## src/rtl/rr_arbiter_8.sv

```systemverilog
// rtl/rr_arbiter_8.sv - eight-way round-robin arbiter with registered grant and hold timeout
//
// Shares one downstream resource among eight requesters. The search for a
// winner starts at a rotating priority pointer, so no requester can be starved.
//
// Parameters:
//   MAX_HOLD     maximum consecutive cycles a grant may be held (0..255, 0 = no timeout)
// Ports:
//   clk          rising-edge clock
//   rst          asynchronous active-high reset
//   req[7:0]     request vector, bit i = requester i
//   done         current owner has finished (ignored while no grant is held)
//   grant[7:0]   registered one-hot grant, zero when idle
//   grant_id[2:0] registered index of the granted requester (holds after release)
//   grant_valid  registered, high while a grant is held
//   timeout      registered one-cycle pulse when the hold limit alone forced a release

module rr_arbiter_8 #(
    parameter int MAX_HOLD = 16
) (
    input  logic       clk,
    input  logic       rst,
    input  logic [7:0] req,
    input  logic       done,
    output logic [7:0] grant,
    output logic [2:0] grant_id,
    output logic       grant_valid,
    output logic       timeout
);

    typedef enum logic {
        IDLE  = 1'b0,
        GRANT = 1'b1
    } state_t;

    // Counter value seen on the last permitted cycle of a grant.
    localparam logic [7:0] HOLD_LAST = (MAX_HOLD == 0) ? 8'd0 : 8'(MAX_HOLD - 1);

    state_t     state;
    logic [2:0] ptr;
    logic [7:0] cnt;

    logic [2:0] winner;
    logic       any_req;
    logic       rel_done;
    logic       rel_drop;
    logic       rel_hold;
    logic       release_now;

    // Rotating-priority search: walk offsets from farthest to nearest so the
    // requester closest to ptr (in wrap order) is the one left in winner.
    always_comb begin
        winner  = ptr;
        any_req = |req;
        for (int k = 7; k >= 0; k--) begin
            if (req[ptr + 3'(k)]) begin
                winner = ptr + 3'(k);
            end
        end
    end

    assign rel_done    = done;
    assign rel_drop    = ~req[grant_id];
    assign rel_hold    = (MAX_HOLD != 0) && (cnt == HOLD_LAST);
    assign release_now = rel_done | rel_drop | rel_hold;

    always_ff @(posedge clk or posedge rst) begin
        if (rst) begin
            state       <= IDLE;
            ptr         <= 3'd0;
            cnt         <= 8'd0;
            grant       <= 8'h00;
            grant_id    <= 3'd0;
            grant_valid <= 1'b0;
            timeout     <= 1'b0;
        end else begin
            timeout <= 1'b0;
            case (state)
                IDLE: begin
                    // ptr is deliberately left alone here; it only moves on release.
                    if (any_req) begin
                        grant_id    <= winner;
                        grant       <= 8'b1 << winner;
                        grant_valid <= 1'b1;
                        cnt         <= 8'd0;
                        state       <= GRANT;
                    end
                end
                GRANT: begin
                    if (release_now) begin
                        state       <= IDLE;
                        grant       <= 8'h00;
                        grant_valid <= 1'b0;
                        ptr         <= grant_id + 3'd1;
                        // A coincident done or request drop counts as a normal release.
                        timeout     <= rel_hold & ~rel_done & ~rel_drop;
                    end else if (cnt != 8'hFF) begin
                        cnt <= cnt + 8'd1;
                    end
                end
                default: begin
                    state <= IDLE;
                end
            endcase
        end
    end

endmodule

```

## config.mk

```make
export PLATFORM = sky130hd
export DESIGN_NAME = rr_arbiter_8
export DESIGN_NICKNAME = d
export VERILOG_FILES = /design/src/rtl/rr_arbiter_8.sv
export SDC_FILE = /design/constraint.sdc
export NUM_CORES = 1
export LEC_CHECK = 0
export CAP_MARGIN = 20
export CORE_MARGIN = 5
export CORE_UTILIZATION = 45
export CTS_CLUSTER_DIAMETER = 30
export DETAILED_ROUTE_END_ITERATION = 8
export HOLD_SLACK_MARGIN = 0.02
export PLACE_DENSITY = 0.68
export SYNTH_ARGS = -nofsm -noshare
export SYNTH_HDL_FRONTEND = slang
export SYNTH_SLANG_ARGS = --single-unit
```

## constraint.sdc

```tcl
create_clock -name clk -period 5.5 [get_ports clk]
set_input_delay 1.65 -clock clk [delete_from_list [all_inputs] [get_ports clk]]
set_output_delay 1.65 -clock clk [all_outputs]
set_load 0.03 [all_outputs]
```

== After elaboration in Yosys (flattened, before gate mapping) ==
Index checks and enable logic that the tools add are counted.

* Memories kept: 0
* Bits in registers: 25
* Input port bits: 11
* ROM bits: 0
* Output and inout port bits: 13
* RAM bits: 0
* Bits in latches: 0

* Muxes and demuxes: 41
* Reduce and logical (&&, ||, !) cells: 5
* Order comparisons: 9
* Bitwise logic cells: 7
* Shift operators: 1
* Add/subtract/negate cells: 9
* Multiply operators: 0
* Eq/ne operators: 6
* Divide/modulo/power cells: 0

{| class="wikitable"
|+ Operator list
! cell !! count
|-
| 8-bit 2-to-1 mux || 5
|-
| 3-bit by 4-bit < comparator with 1-bit output (second input constant) || 9
|-
| 8-bit one-hot mux with 2 select lines || 2
|-
| 1-bit binary-select mux with 3-bit select || 9
|-
| 3-bit 2-to-1 mux || 8
|-
| 1-bit 2-to-1 mux || 15
|-
| 3-bit adder (second input constant) || 4
|-
| 8-bit by 1-bit adder with 8-bit output (second input constant) || 1
|-
| 8-bit by 4-bit == test with 1-bit output (second input constant) || 1
|-
| 8-bit inequality test (second input constant) || 1
|-
| 8-bit OR reduction || 1
|-
| 1-bit by 3-bit left shift with 8-bit output (first input constant) || 1
|-
| 3-bit by 1-bit adder with 3-bit output (second input constant) || 2
|-
| 3-bit by 2-bit adder with 3-bit output (second input constant) || 2
|-
| 2-bit AND reduction || 3
|-
| 2-bit by 1-bit inequality test with 1-bit output (second input constant) || 2
|-
| 2-bit inequality test (second input constant) || 2
|-
| 1-bit one-hot mux with 2 select lines || 2
|-
| 1-bit NOT || 3
|-
| 3-bit AND reduction || 1
|-
| 1-bit bitwise AND || 2
|-
| 1-bit bitwise OR || 2
|}

== Longest topological paths before layout ==
* Word-level depth: 14
* Mapped depth: 12
* Depth with buffers taken out: 8

== Worst setup path before layout ==
No wires, ideal clock.

* Path type: input to register
* Start point: in req[0]
* End point: reg grant[0]
* Required time: 5.390 ns
* Path buffers: 1
* Path slack: 1.847 ns
* Cell stages on the path: 7
* Setup time: 0.110 ns
* Arrival: 3.543 ns
* Path through: clkbuf_1 mux2_2 mux4_2 o32a_1 nor4b_4 o31ai_2 o41ai_1

* Longest elaborated chain between the ends: 13
* Elaborated cells on any way between the ends: 36

{| class="wikitable"
|+ RTL lines
! what !! RTL line !! text
|-
| start, declared || 23 || <nowiki>input logic [7:0] req,</nowiki>
|-
| 1-bit binary-select mux with 3-bit select || 56 || <nowiki>if (req[ptr + 3'(k)]) begin</nowiki>
|-
| 1-bit 2-to-1 mux (implied by the code) || 56 ||
|-
| 3-bit 2-to-1 mux (8 in a row) || 56 ||
|-
| 1-bit by 3-bit left shift with 8-bit output || 83 || <nowiki>grant <= 8'b1 << winner;</nowiki>
|-
| 8-bit 2-to-1 mux || 81 || <nowiki>if (any_req) begin</nowiki>
|-
| 8-bit one-hot mux with 2 select lines || 78 || <nowiki>case (state)</nowiki>
|-
| end signal, assigned || 83 ||
|-
| end, declared || 25 || <nowiki>output logic [7:0] grant,</nowiki>
|}

Several ways; a longest one is shown, not always the timed one. The select of a mux whose other input is x is not followed.
A chain may end at the register's enable or synchronous reset.

== Worst setup path after layout ==
* Start point: in req[5]
* End point: reg grant_id[0]

* Longest elaborated chain between the ends: 10
* Elaborated cells on any way between the ends: 26

{| class="wikitable"
|+ RTL lines
! what !! RTL line !! text
|-
| 1-bit binary-select mux with 3-bit select || 56 ||
|-
| 1-bit 2-to-1 mux (implied by the code) || 56 ||
|-
| 3-bit 2-to-1 mux (8 in a row) || 56 ||
|-
| end signal, assigned || 82 || <nowiki>grant_id <= winner;</nowiki>
|-
| end, declared || 26 || <nowiki>output logic [2:0] grant_id,</nowiki>
|}

Several ways; a longest one is shown, not always the timed one. The select of a mux whose other input is x is not followed.

==> qor.yml <==
sta:
  setup_violations: 0
  setup_slack_ns: 1.10
  post-route-period-util_pct: 80.1
  hold_viol: 0
  max_freq_mhz: 227
  fin_skew_ns: 0.00630
  slew_violations: 0
  worst_pin_slew_ns: 0.920
  slew-limit-headroom_pct: 38.2
  final.min_clock_period_ns: 4.40
  whs_ns: 0.488
  rsz0062_at_grt: "false"
  tns_ns: 0
setup_path:
  path_class: "primary input to flip-flop"
  regToRegSetupSlack_ns: 1.52
  cp_num_buf_inv: 1
  critical-path-top-delay-family: "multiplexers"
  cp.arrival_ns: 4.52
  end_kind: "flip-flop"
  worstSetupStartpointType: "primary input"
  critPathMaxStageDelay_ns: 0.66
  worst_path_max_delay_cell: "mux4_1"
  critPathMaxFanout: 12
  r2r_end: "grant_id[0]"
  critPathRequiredTime_ns: 5.62
  reg2reg_depth: 9
  reg2reg_from: "ptr[0]"
  cp_cell_sequence: "clkdlybuf4s50_1 > mux4_1 > mux2i_1 > or3_1 > o2111ai_1 > a211oi_1 > o21ai_0"
clock_network:
  postCtsSetupBuffers: 0
  cts-root-buf: "clkbuf_8"
  cts_hold_buf: 0
  clkLatencyLatePin_ns: 0.27
  htreeDepth: 1
  cts_buffer_depth: 2
  clkSinkCount: 25
  cts_tree: "done"
  ctsResizeCount: 0
  clk_pin_slew_ns: 0.09
  cts_buffers: 3
floorplan:
  die_x_um: 82.6
  die_h_um: 82.6
  die-area_um2: 6830
  start_util_pct: 46.5
  pin_count: 24
  coreArea_um2: 5110
  row_count: 26
synthesis:
  yosys_most_used_dff: "dfrtp_1"
  synthMuxAreaShare_pct: 25.9
  synth_top_family_by_area: "multiplexers"
  synth-seq-cells: 25
  seq_area_frac_synth_pct: 26.3
  syn_area_per_cell_um2: 9.65
  synth.distinct_cells: 59
  synth_warnings: 0
  netlist_instances: 246
  async_flop_share_pct: 100
  synthSimpleGateAreaFrac_pct: 18.1
  synth-compound-area-share_pct: 19.8
  synthXorXnorAreaFrac_pct: 1.48
  synth_fa_ha_area_share_pct: 2.11
  netlist_area_um2: 2370
  postSynthNetCount: 261
  synth_edf_count: 0
power_and_ir_drop:
  total_power_mw: 1.77
  p_seq_share_pct: 17.4
  swShare_pct: 51.1
  power_frac_clock_pct: 6.1
  p_leak_nw: 1.04
  ir_drop_mv: 0.344
  p_switching_uw: 904
  p_int_uw: 866
  combPwrFrac_pct: 76.5
  powerDensity_nw_per_um2: 664
detailed_routing:
  drcViolationCount: 0
  num_vias: 2061
  wire_per_inst_um: 18.1
  drt_wl_total_mm: 5.84
  via_per_inst: 6.38
  drtAntennaViolNets: 0
  dr.pass1.iters: 4
  drt_iter0_markers: 208
finish:
  fin_area_um2: 2670
  fin_util_pct: 52.2
  layout_common_cells: "28 x nand2_1, 25 x dfrtp_1, 23 x clkdlybuf4s50_1"
  instances_no_fill: 323
  antennaDiodeCount: 0
  nets: 269
  area_delta_synth_final_pct: 12.2
  fillers: 479
  layout_commonest_cell: "nand2_1"
  drive_gt1_share_pct: 16.2
global_route:
  grt.overflow.total: 0
  antenna_found_initial: 0
  grt_pass1_wl_mm: 9.88
  grt_usage_pct: 18.6
  grt_max_degree: 28
  grt_pass1_vias: 2025
placed_design:
  dp_slack_ns: 0.916
  dpl_cell_area_um2: 2590
  place_inst: 318
  place.gp.congestion: 0.880
  io_buffers: 23
  place_hpwl_mm: 4.24
min_path:
  worstHoldPathCells: 2
  whs_endpoint: "grant[3]"
  hold_start: "grant[3]"
  hold_class: "flip-flop to flip-flop"
run:
  drv_cap: 0
outcome:
  outcome: "complete, no violations"
-- worst register-to-register path, delay by kind of cell (launching register included) --
| kind | cells | cell delay [ns] |
|---|---|---|
| AOI/OAI and AO/OA | 3 | 1.14 |
| muxes | 2 | 0.93 |
| adders and majority gates | 1 | 0.76 |
| buffers and inverters | 2 | 0.50 |
| DFF | 1 | 0.33 |
| and+or+nand+nor | 1 | 0.17 |
-- power groups by stage --
stage,Sequential [mW],Clock (mW),Combinational [mW]
5_1_grt,0.320,0.119,1.47
4_1_cts,0.309,0.112,1.35
6_report,0.308,0.108,1.35
2_1_floorplan,0.319,0,1.07
3_5_place_dp,0.313,0,1.34
3_3_place_gp,0.312,0,1.33
-- sequential cells by signal, summed over array words and instances, names as in the netlist --
register     cells
ptr              3
grant            8
cnt              8
grant_id         3
state            1
grant_valid      1
timeout          1
-- cell usage after synthesis (all sizes together) (9+ instances only) --
| master | n | share of area (%) |
|---|---|---|
| o41ai | 11 | 4.1 |
| o21ai | 9 | 1.9 |
| dfrtp | 25 | 26 |
| inv | 9 | 1.4 |
| clkbuf | 14 | 2.2 |
| mux2i | 13 | 5.5 |
| nand2 | 28 | 4.4 |
| mux2 | 10 | 4.9 |
| mux4 | 16 | 15 |
| buf | 9 | 2.7 |
| a21oi | 11 | 2.3 |
-- worst max path at each step --
| stage | from | end | depth (start not counted) |
|---|---|---|---|
| 4_1_cts | req[3] | grant_id[0] | 7 |
| 3_3_place_gp | req[2] | grant_id[0] | 7 |
| 6_report | req[5] | grant_id[0] | 7 |
| 5_1_grt | req[5] | grant_id[0] | 7 |
| 3_5_place_dp | req[1] | grant_id[0] | 7 |
| 2_1_floorplan | req[0] | grant[0] | 7 |
-- layer usage --
metal | wire length, um | track usage [%] | part of all wire, % | up-vias
li1 | - | - | - | 978
met1 | 2670 | 25.6 | 46 | 1004
met2 | 2790 | 29.8 | 48 | 63
met5 | 0 | 0 | 0 | -
met4 | 172 | 8.17 | 2.9 | 0
met3 | 210 | 1.74 | 3.6 | 16
-- area by class of cell --
| type | instances | area (um^2) | share of cell area, % |
|---|---|---|---|
| well taps | 70 | 87.6 | 3.29 |
| flip-flops and latches | 25 | 626 | 23.5 |
| inverters | 9 | 33.8 | 1.27 |
| clock buffers | 3 | 41.3 | 1.55 |
| clock inverters | 1 | 5.00 | 0.188 |
| multi-input cells | 189 | 1600 | 60.0 |
| repair buffers | 26 | 273 | 10.2 |
-- logic make-up after synthesis --
family / after synthesis
AND/OR/NAND/NOR: 80
buffers and inverters: 32
AO/OA/AOI/OAI: 62
flip-flops: 25
multiplexers: 39
adder cells (fa/ha/maj): 4
XOR/XNOR: 4
(Power assumes the default switching activity.)
